File: src/rtl/counter_pkg.sv
// Shared types and constants for the up/down modulo counter.
// Direction and boundary-mode encodings match the raw up_dn/sat pins.
package counter_pkg;

   typedef enum logic {
      DIR_DOWN = 1'b0,
      DIR_UP   = 1'b1
   } dir_e;

   typedef enum logic {
      BM_WRAP = 1'b0,
      BM_SAT  = 1'b1
   } bmode_e;

   localparam int DEFAULT_CNT_WIDTH = 8;

endpackage

File: src/rtl/updown_mod_counter_if.sv
// Control/status bundle of the up/down modulo counter.
// master drives the controls, slave is the counter itself.
interface updown_mod_counter_if
   import counter_pkg::*;
#(
   parameter int WIDTH = DEFAULT_CNT_WIDTH
);

   logic             en;
   logic             clr;
   logic             load;
   logic [WIDTH-1:0] load_val;
   logic             up_dn;
   logic             sat;
   logic [WIDTH-1:0] mod_max;
   logic             ovf_clr;
   logic [WIDTH-1:0] out;
   logic             tc;
   logic             ovf;

   modport master (
      output en, clr, load, load_val,
      output up_dn, sat, mod_max, ovf_clr,
      input  out, tc, ovf
   );

   modport slave (
      input  en, clr, load, load_val,
      input  up_dn, sat, mod_max, ovf_clr,
      output out, tc, ovf
   );

endinterface

File: src/rtl/tick_prescaler.sv
// Divides enabled cycles by PRESCALE into a single-cycle tick.
// Phase only moves while en=1; sync_clr restarts a full period.
module tick_prescaler #(
   parameter int PRESCALE = 1
) (
   input  logic clk,
   input  logic rst,
   input  logic en,
   input  logic sync_clr,
   output logic tick
);

   localparam int CW = (PRESCALE > 1) ? $clog2(PRESCALE) : 1;
   localparam logic [CW-1:0] LAST = CW'(PRESCALE - 1);

   logic [CW-1:0] cnt;

   assign tick = en && (cnt == LAST);

   always_ff @(posedge clk or negedge rst) begin
      if (!rst) begin
         cnt <= '0;
      end else if (sync_clr) begin
         cnt <= '0;
      end else if (en) begin
         cnt <= tick ? '0 : cnt + CW'(1);
      end
   end

endmodule

File: src/rtl/updown_mod_counter.sv
// Up/down counter over 0..mod_max with wrap/saturate, prescaled steps,
// a one-cycle terminal-count pulse and a sticky boundary flag.
module updown_mod_counter
   import counter_pkg::*;
#(
   parameter int WIDTH    = DEFAULT_CNT_WIDTH,
   parameter int PRESCALE = 1
) (
   input logic                 clk,
   input logic                 rst,
   updown_mod_counter_if.slave bus
);

   logic [WIDTH-1:0] cnt_q;
   logic [WIDTH-1:0] nxt;
   logic             tc_q;
   logic             ovf_q;
   logic             tick;
   logic             hit;
   logic             step;
   dir_e             dir;
   bmode_e           mode;

   assign dir  = dir_e'(bus.up_dn);
   assign mode = bmode_e'(bus.sat);

   tick_prescaler #(
      .PRESCALE (PRESCALE)
   ) u_presc (
      .clk      (clk),
      .rst      (rst),
      .en       (bus.en),
      .sync_clr (bus.clr | bus.load),
      .tick     (tick)
   );

   assign step = bus.en && tick && !bus.clr && !bus.load;

   // A loaded value above mod_max counts as a terminal case going up.
   always_comb begin
      nxt = cnt_q;
      hit = 1'b0;
      unique case (dir)
         DIR_UP: begin
            if (cnt_q < bus.mod_max) begin
               nxt = cnt_q + WIDTH'(1);
            end else begin
               hit = 1'b1;
               nxt = (mode == BM_SAT) ? bus.mod_max : '0;
            end
         end
         DIR_DOWN: begin
            if (cnt_q != '0) begin
               nxt = cnt_q - WIDTH'(1);
            end else begin
               hit = 1'b1;
               nxt = (mode == BM_SAT) ? '0 : bus.mod_max;
            end
         end
      endcase
   end

   always_ff @(posedge clk or negedge rst) begin
      if (!rst) begin
         cnt_q <= '0;
         tc_q  <= 1'b0;
      end else if (bus.clr) begin
         cnt_q <= '0;
         tc_q  <= 1'b0;
      end else if (bus.load) begin
         cnt_q <= bus.load_val;
         tc_q  <= 1'b0;
      end else if (step) begin
         cnt_q <= nxt;
         tc_q  <= hit;
      end else begin
         tc_q  <= 1'b0;
      end
   end

   // A boundary step wins over a coincident ovf_clr.
   always_ff @(posedge clk or negedge rst) begin
      if (!rst) begin
         ovf_q <= 1'b0;
      end else if (step && hit) begin
         ovf_q <= 1'b1;
      end else if (bus.ovf_clr) begin
         ovf_q <= 1'b0;
      end
   end

   assign bus.out = cnt_q;
   assign bus.tc  = tc_q;
   assign bus.ovf = ovf_q;

endmodule

File: src/flat_wrapper.sv
// flat-port wrapper written by rule: the top's interface ports become plain ports
module updown_mod_counter_flat import counter_pkg::*;
#(
   parameter int WIDTH    = DEFAULT_CNT_WIDTH,
   parameter int PRESCALE = 1
)
  (clk, rst, bus_en, bus_clr, bus_load, bus_load_val, bus_up_dn, bus_sat, bus_mod_max, bus_ovf_clr, bus_out, bus_tc, bus_ovf);
  updown_mod_counter_if #(.WIDTH(WIDTH)) bus_i ();
  input logic clk;
  input logic rst;
  input wire logic [$bits(bus_i.en)-1:0] bus_en;
  input wire logic [$bits(bus_i.clr)-1:0] bus_clr;
  input wire logic [$bits(bus_i.load)-1:0] bus_load;
  input wire logic [$bits(bus_i.load_val)-1:0] bus_load_val;
  input wire logic [$bits(bus_i.up_dn)-1:0] bus_up_dn;
  input wire logic [$bits(bus_i.sat)-1:0] bus_sat;
  input wire logic [$bits(bus_i.mod_max)-1:0] bus_mod_max;
  input wire logic [$bits(bus_i.ovf_clr)-1:0] bus_ovf_clr;
  output wire logic [$bits(bus_i.out)-1:0] bus_out;
  output wire logic [$bits(bus_i.tc)-1:0] bus_tc;
  output wire logic [$bits(bus_i.ovf)-1:0] bus_ovf;
  assign bus_i.en = bus_en;
  assign bus_i.clr = bus_clr;
  assign bus_i.load = bus_load;
  assign bus_i.load_val = bus_load_val;
  assign bus_i.up_dn = bus_up_dn;
  assign bus_i.sat = bus_sat;
  assign bus_i.mod_max = bus_mod_max;
  assign bus_i.ovf_clr = bus_ovf_clr;
  assign bus_out = bus_i.out;
  assign bus_tc = bus_i.tc;
  assign bus_ovf = bus_i.ovf;
  updown_mod_counter #(.WIDTH(WIDTH), .PRESCALE(PRESCALE)) u_core (.clk(clk), .rst(rst), .bus(bus_i));
endmodule
File: config.mk
export PLATFORM = sky130hd
export DESIGN_NAME = updown_mod_counter_flat
export DESIGN_NICKNAME = d
export VERILOG_FILES = /design/src/rtl/counter_pkg.sv /design/src/rtl/updown_mod_counter_if.sv /design/src/rtl/tick_prescaler.sv /design/src/rtl/updown_mod_counter.sv /design/src/flat_wrapper.sv
export SDC_FILE = /design/constraint.sdc
export NUM_CORES = 1
export LEC_CHECK = 0
export ABC_AREA = 1
export ABC_CLOCK_PERIOD_IN_PS = 3300
export BUFFER_PORTS_ARGS = -buffer_cell sky130_fd_sc_hd__buf_2
export CORE_MARGIN = 4
export CORE_UTILIZATION = 50
export CTS_CLUSTER_SIZE = 28
export DETAILED_ROUTE_END_ITERATION = 16
export HOLD_SLACK_MARGIN = 0.05
export PLACE_DENSITY = 0.81
export SKIP_LAST_GASP = 1
export SYNTH_ARGS = -nofsm -noshare
export SYNTH_HDL_FRONTEND = slang
export SYNTH_SLANG_ARGS = --single-unit
File: constraint.sdc
create_clock -name clk -period 3.3 [get_ports clk]
set_clock_uncertainty 0.2 [all_clocks]
set_input_delay 0.495 -clock clk [delete_from_list [all_inputs] [get_ports clk]]
set_output_delay 0.495 -clock clk [all_outputs]
set_load 0.02 [all_outputs]
### Word-level counts from Yosys, hierarchy flattened

Index checks and enable logic that the tools add are counted.
Widths: inputs -> output; s select.

| word-level totals | value |
|---|---|
| register bits after elaboration | 11 |

| operators by class | value |
|---|---|
| muxes and demuxes | 19 |
| add/sub/neg operators | 3 |
| order comparisons | 1 |
| bitwise logic cells | 3 |
| reduce and logical (&&, ||, !) cells | 11 |

Operator list:

| operator | number |
|---|---|
| $mux 8 | 7 |
| $pmux 8 s2 | 1 |
| $mux 1 | 10 |
| $add 8x1->8 const B | 1 |
| $lt 8x8->1 | 1 |
| $reduce_bool 8->1 | 1 |
| $sub 8x1->8 const B | 1 |
| $logic_and 1x1->1 | 5 |
| $reduce_bool 2->1 | 2 |
| $reduce_bool 3->1 | 1 |
| $logic_not 1->1 | 2 |
| $not 1->1 | 2 |
| $pmux 1 s2 | 1 |
| $add 1x1->1 const B | 1 |
| $or 1x1->1 | 1 |

### Logic depth before layout (Yosys ltp)

| logic depth | value |
|---|---|
| depth after elaboration | 8 |
| mapped depth | 14 |

### By module

Synthesis repeated with hierarchy kept, for this count alone.

| second synthesis, totals | value |
|---|---|
| cell total of the unflattened synthesis | 232 |
| area, all modules | 1427.6 µm² |

Modules (own cells, without submodules):

| module | cells each | sequential area each (µm²) | times used | area an instance (µm²) |
|---|---|---|---|---|
| updown_mod_counter | 227 | 250.2 | 1 | 1385.1 |
| tick_prescaler | 5 | 25.0 | 1 | 42.5 |

### Least setup slack after synthesis

No wires, ideal clock.

| path | value |
|---|---|
| kind | reg-to-reg |
| start point | reg u_core.cnt_q[7], in the netlist u_core.bus.out[7] |
| end point | reg u_core.cnt_q[1], in the netlist u_core.bus.out[1] |
| clock period less this slack | 1.893 ns |
| required time | 2.983 ns |
| slack | 1.407 ns |
| arrival | 1.576 ns |
| cell stages (with the launch flop) | 12 |
| cell sequence | dfrtp_1 -> ha_1 -> a21oi_1 -> o21a_1 -> buf_6 -> nand2_8 -> nand2_1 -> nand3_1 -> nand2_1 -> nand2_1 -> nand2_1 -> nand2_1 |

| between the ends | value |
|---|---|
| word-level cells in the longest chain between the ends | 6 |
| elaborated cells on any way between the ends | 8 |

Ends and longest elaborated chain:

| what | line | text |
|---|---|---|
| start: declaration | updown_mod_counter.sv:14 | `logic [WIDTH-1:0] cnt_q;` |
| start signal: assignment | updown_mod_counter.sv:71 | `cnt_q <= bus.load_val;` |
| start signal: assignment | updown_mod_counter.sv:74 | `cnt_q <= nxt;` |
| $lt 8x8->1 / $reduce_bool 8->1 (equally long branches) | updown_mod_counter.sv:45, updown_mod_counter.sv:53 |  |
| $mux 8 (on tied branches) | updown_mod_counter.sv:45, updown_mod_counter.sv:53 |  |
| $pmux 8 s2 * | updown_mod_counter.sv:43 | `unique case (dir)` |
| $mux 8 * | updown_mod_counter.sv:73 | `end else if (step) begin` |
| $mux 8 * | updown_mod_counter.sv:70 | `end else if (bus.load) begin` |
| $mux 8 * | updown_mod_counter.sv:67 | `end else if (bus.clr) begin` |

Mark *: on every way between the ends. The rest lies on a longest branch, timed or not. The select of a mux whose other input is x is not followed.
A chain may end at the register's enable or synchronous reset.

### Final worst setup path

| path | value |
|---|---|
| start point | reg u_core.cnt_q[5], in the netlist u_core.bus.out[5] |
| end point | reg u_core.cnt_q[1], in the netlist u_core.bus.out[1] |

Same word-level chain as after synthesis.

==> flow_summary.yaml <==
yosys:
  ys_ff_latch: 11
  avgSynthCellArea_um2: 6.32
  ys_types: 30
  postSynthCellCount: 228
  ys_warn_count: 0
  synth-main-ff-cell: "dfrtp_1"
  syn_area_um2: 1440
  yosysSeqAreaShare_pct: 19.1
  synth_edf_count: 0
  synth-async-reset-ratio_pct: 100
  syn_nets: 262
finish:
  nets: 293
  syn_to_final_growth_pct: 11.8
  final_layout_size_suffix_gt1_share_pct: 20.5
  antenna_cells: 0
  fill_cells: 286
worst_setup_path:
  crit_path_max_fanout: 10
  startpoint_type: "flip-flop"
  worstPathArrival_ns: 2.17
  cp-end-kind: "flip-flop"
  path_class: "reg -> reg"
  cp.required_ns: 3.28
timing:
  report.final.slew_viol_count: 0
  min_period_ns: 2.19
  finalSetupTns_ns: 0
  finalWorstSetupSlack_ns: 1.11
  hold_violations: 0
  setup_viol: 0
  relSlewSlack_pct: 66.0
  tightest_slew_ns: 0.510
  timing.fmax_ghz: 0.456
  rsz0062_at_grt: "no"
  fin_crit_sh_pct: 66.5
cts:
  path_clk_slew_ns: 0.08
  cts_tree: "done"
  numCtsBuffers: 3
  cts_sinks: 11
  cts_resized: 0
  clockBufferDepth: 2
  htree_levels: 1
  clock_latency_ns: 0.28
  cts-root-buf: "clkbuf_4"
global_routing:
  use_met1_pct: 29.0
  gr-usage-met3_pct: 1.86
  antenna_found_initial: 0
  grt_pass1_vias: 1281
  track_usage_pct: 20.2
  grt_start_max_net_pins: 15
  met2_usage_pct: 30.6
  grt_pass1_wl_mm: 5.74
  overflow: 0
  busiest_layer: "met2"
routing:
  wl_per_cell_um: 11.9
  remaining_drc_errors: 0
  drtIter0Drc: 87
  ant_nets: 0
  first_pass_iters: 4
  via_count: 1476
  vias_per_cell: 5.11
  finalWirelength_mm: 3.45
die:
  die_h_um: 61.7
  die_area_um2: 3810
  fp.dieW_um: 61.7
  ioPinCount: 34
  rows: 19
  start_util_pct: 52.3
  fp.coreArea_um2: 2760
place:
  gp_congestion: 0.893
  dp_slack_ns: 0.988
  dp_hpwl_mm: 2.74
  portBuffers: 33
pwr:
  p_per_area_nw_per_um2: 351
  ir_worst_vdd_mv: 0.218
  total_leakage_power_uw: 0.000962
worst_hold_path:
  min-delay-path-class: "in -> reg"
flow_run:
  maxCapViolations: 0
outcome:
  status: "finished clean"
[layout by cell type (no fill, tap or decap), types with 2 or more instances in the layout]
cell,count
nor2_8,2
nand2_1,63
o21ai_1,3
nand2_2,2
nor2_2,3
inv_1,29
inv_2,2
a21oi_1,6
o211ai_1,2
xnor2_1,2
ha_1,10
buf_2,33
nand3_1,22
clkbuf_4,3
dfrtp_1,11
xor2_1,4
nor3_1,8
nand2_4,4
nand3b_1,2
nor2_1,30
o21ai_0,7
[stage by stage]
step           hold WS (ns)  power, uW  cell area, um2  instances  utilization [%]
5_1_grt               0.198        620            1610        289             58.4
2_1_floorplan     -0.000591        412            1440        228                -
6_report              0.188        566            1610        289             58.4
3_5_place_dp          0.184        470            1580        284             57.1
3_3_place_gp          0.187        467            1580        284             57.1
4_1_cts               0.181        570            1610        289             58.4
[logic make-up (layout without fill, tap and decap cells)]
| kind of cell | after synthesis | after routing | share of synthesized area (%) |
|---|---|---|---|
| flops | 11 | 11 | 19.1 |
| buf+inv | 40 | 70 | 13.4 |
| xor+xnor | 6 | 6 | 3.65 |
| fa+ha+maj | 10 | 10 | 8.68 |
| compound gates | 20 | 20 | 7.73 |
| simple gates | 141 | 141 | 47.5 |
[what timing repair did]
item | 4_1_cts | 5_1_grt
hold buffers | 1 | 0
hold endpoints to repair | 11 | 0
buffers inserted | 0 | 0
[final timing paths]
| check | start | to | slack [ns] | cells past startpoint |
|---|---|---|---|---|
| setup / recovery | u_core.bus.out[5] | u_core.bus.out[1] | 1.11 | 10 |
| hold / removal | bus_en | u_core.u_presc.cnt | 0.19 | 2 |
| setup reg to reg | u_core.bus.out[5] | u_core.bus.out[1] | 1.11 | 10 |
| hold reg to reg | u_core.u_presc.cnt | u_core.u_presc.cnt | 0.32 | 2 |
| max in group asynchronous | rst | u_core.bus.ovf | 2.26 | 2 |
| min in group asynchronous | rst | u_core.bus.out[5] | 0.42 | 2 |
[state kept, by name (all words and copies together) (netlist names)]
name                cells
u_core.u_presc.cnt      1
u_core.bus.out          8
u_core.bus.ovf          1
u_core.bus.tc           1
[power by group]
| group | leakage, uW | switching (uW) | internal (uW) | total (uW) |
|---|---|---|---|---|
| sequential | 0.000145 | 37.6 | 147 | 185 |
| combinational | 0.000803 | 172 | 112 | 284 |
| clock | 0.0000150 | 50.2 | 46.9 | 97.1 |
[layer usage]
layer  wire, um  up-vias
met3        239        6
met2       1580       42
li1           -      779
met1       1560      649
met4         74        0
met5          0        -
[worst max-delay path, cell delays in order, from the launching register on]
cell and delay [ns]:
dfrtp_1 0.51, ha_1 0.36, a21oi_1 0.13, o21a_1 0.41
nand2_8 0.10, nand2_1 0.07, nand3_1 0.06, nand2_1 0.08
nand2_1 0.05, nand2_1 0.07, nand2_1 0.05
[synthesized netlist by cell type (2+ instances only)]
| library cell | number | area [um2] |
|---|---|---|
| buf_4 | 2 | 15.0 |
| nor3_1 | 8 | 40.0 |
| nor2_8 | 2 | 40.0 |
| inv_1 | 29 | 109 |
| ha_1 | 10 | 125 |
| nand2_2 | 2 | 12.5 |
| xor2_1 | 4 | 35.0 |
| nor2_2 | 3 | 18.8 |
| nand3b_1 | 2 | 15.0 |
| xnor2_1 | 2 | 17.5 |
| buf_6 | 4 | 45.0 |
| o211ai_1 | 2 | 15.0 |
| o21ai_0 | 7 | 35.0 |
| nand3_1 | 22 | 110 |
| nand2_1 | 63 | 236 |
| dfrtp_1 | 11 | 275 |
| inv_2 | 2 | 7.51 |
| a21oi_1 | 6 | 30.0 |
| nor2_1 | 30 | 113 |
| buf_2 | 2 | 10.0 |
| nand2_4 | 4 | 45.0 |
| o21ai_1 | 3 | 15.0 |
[final cells by class]
type                       count  area (um2)  area share, %
inverter                      32         123           7.61
sequential                    11         275           17.1
clock buffer                   4        26.3           1.63
multi-input combinational    177         973           60.4
timing repair buffer          34         175           10.9
tap                           31        38.8           2.41
Note: power is estimated with default switching activity, not from simulation.
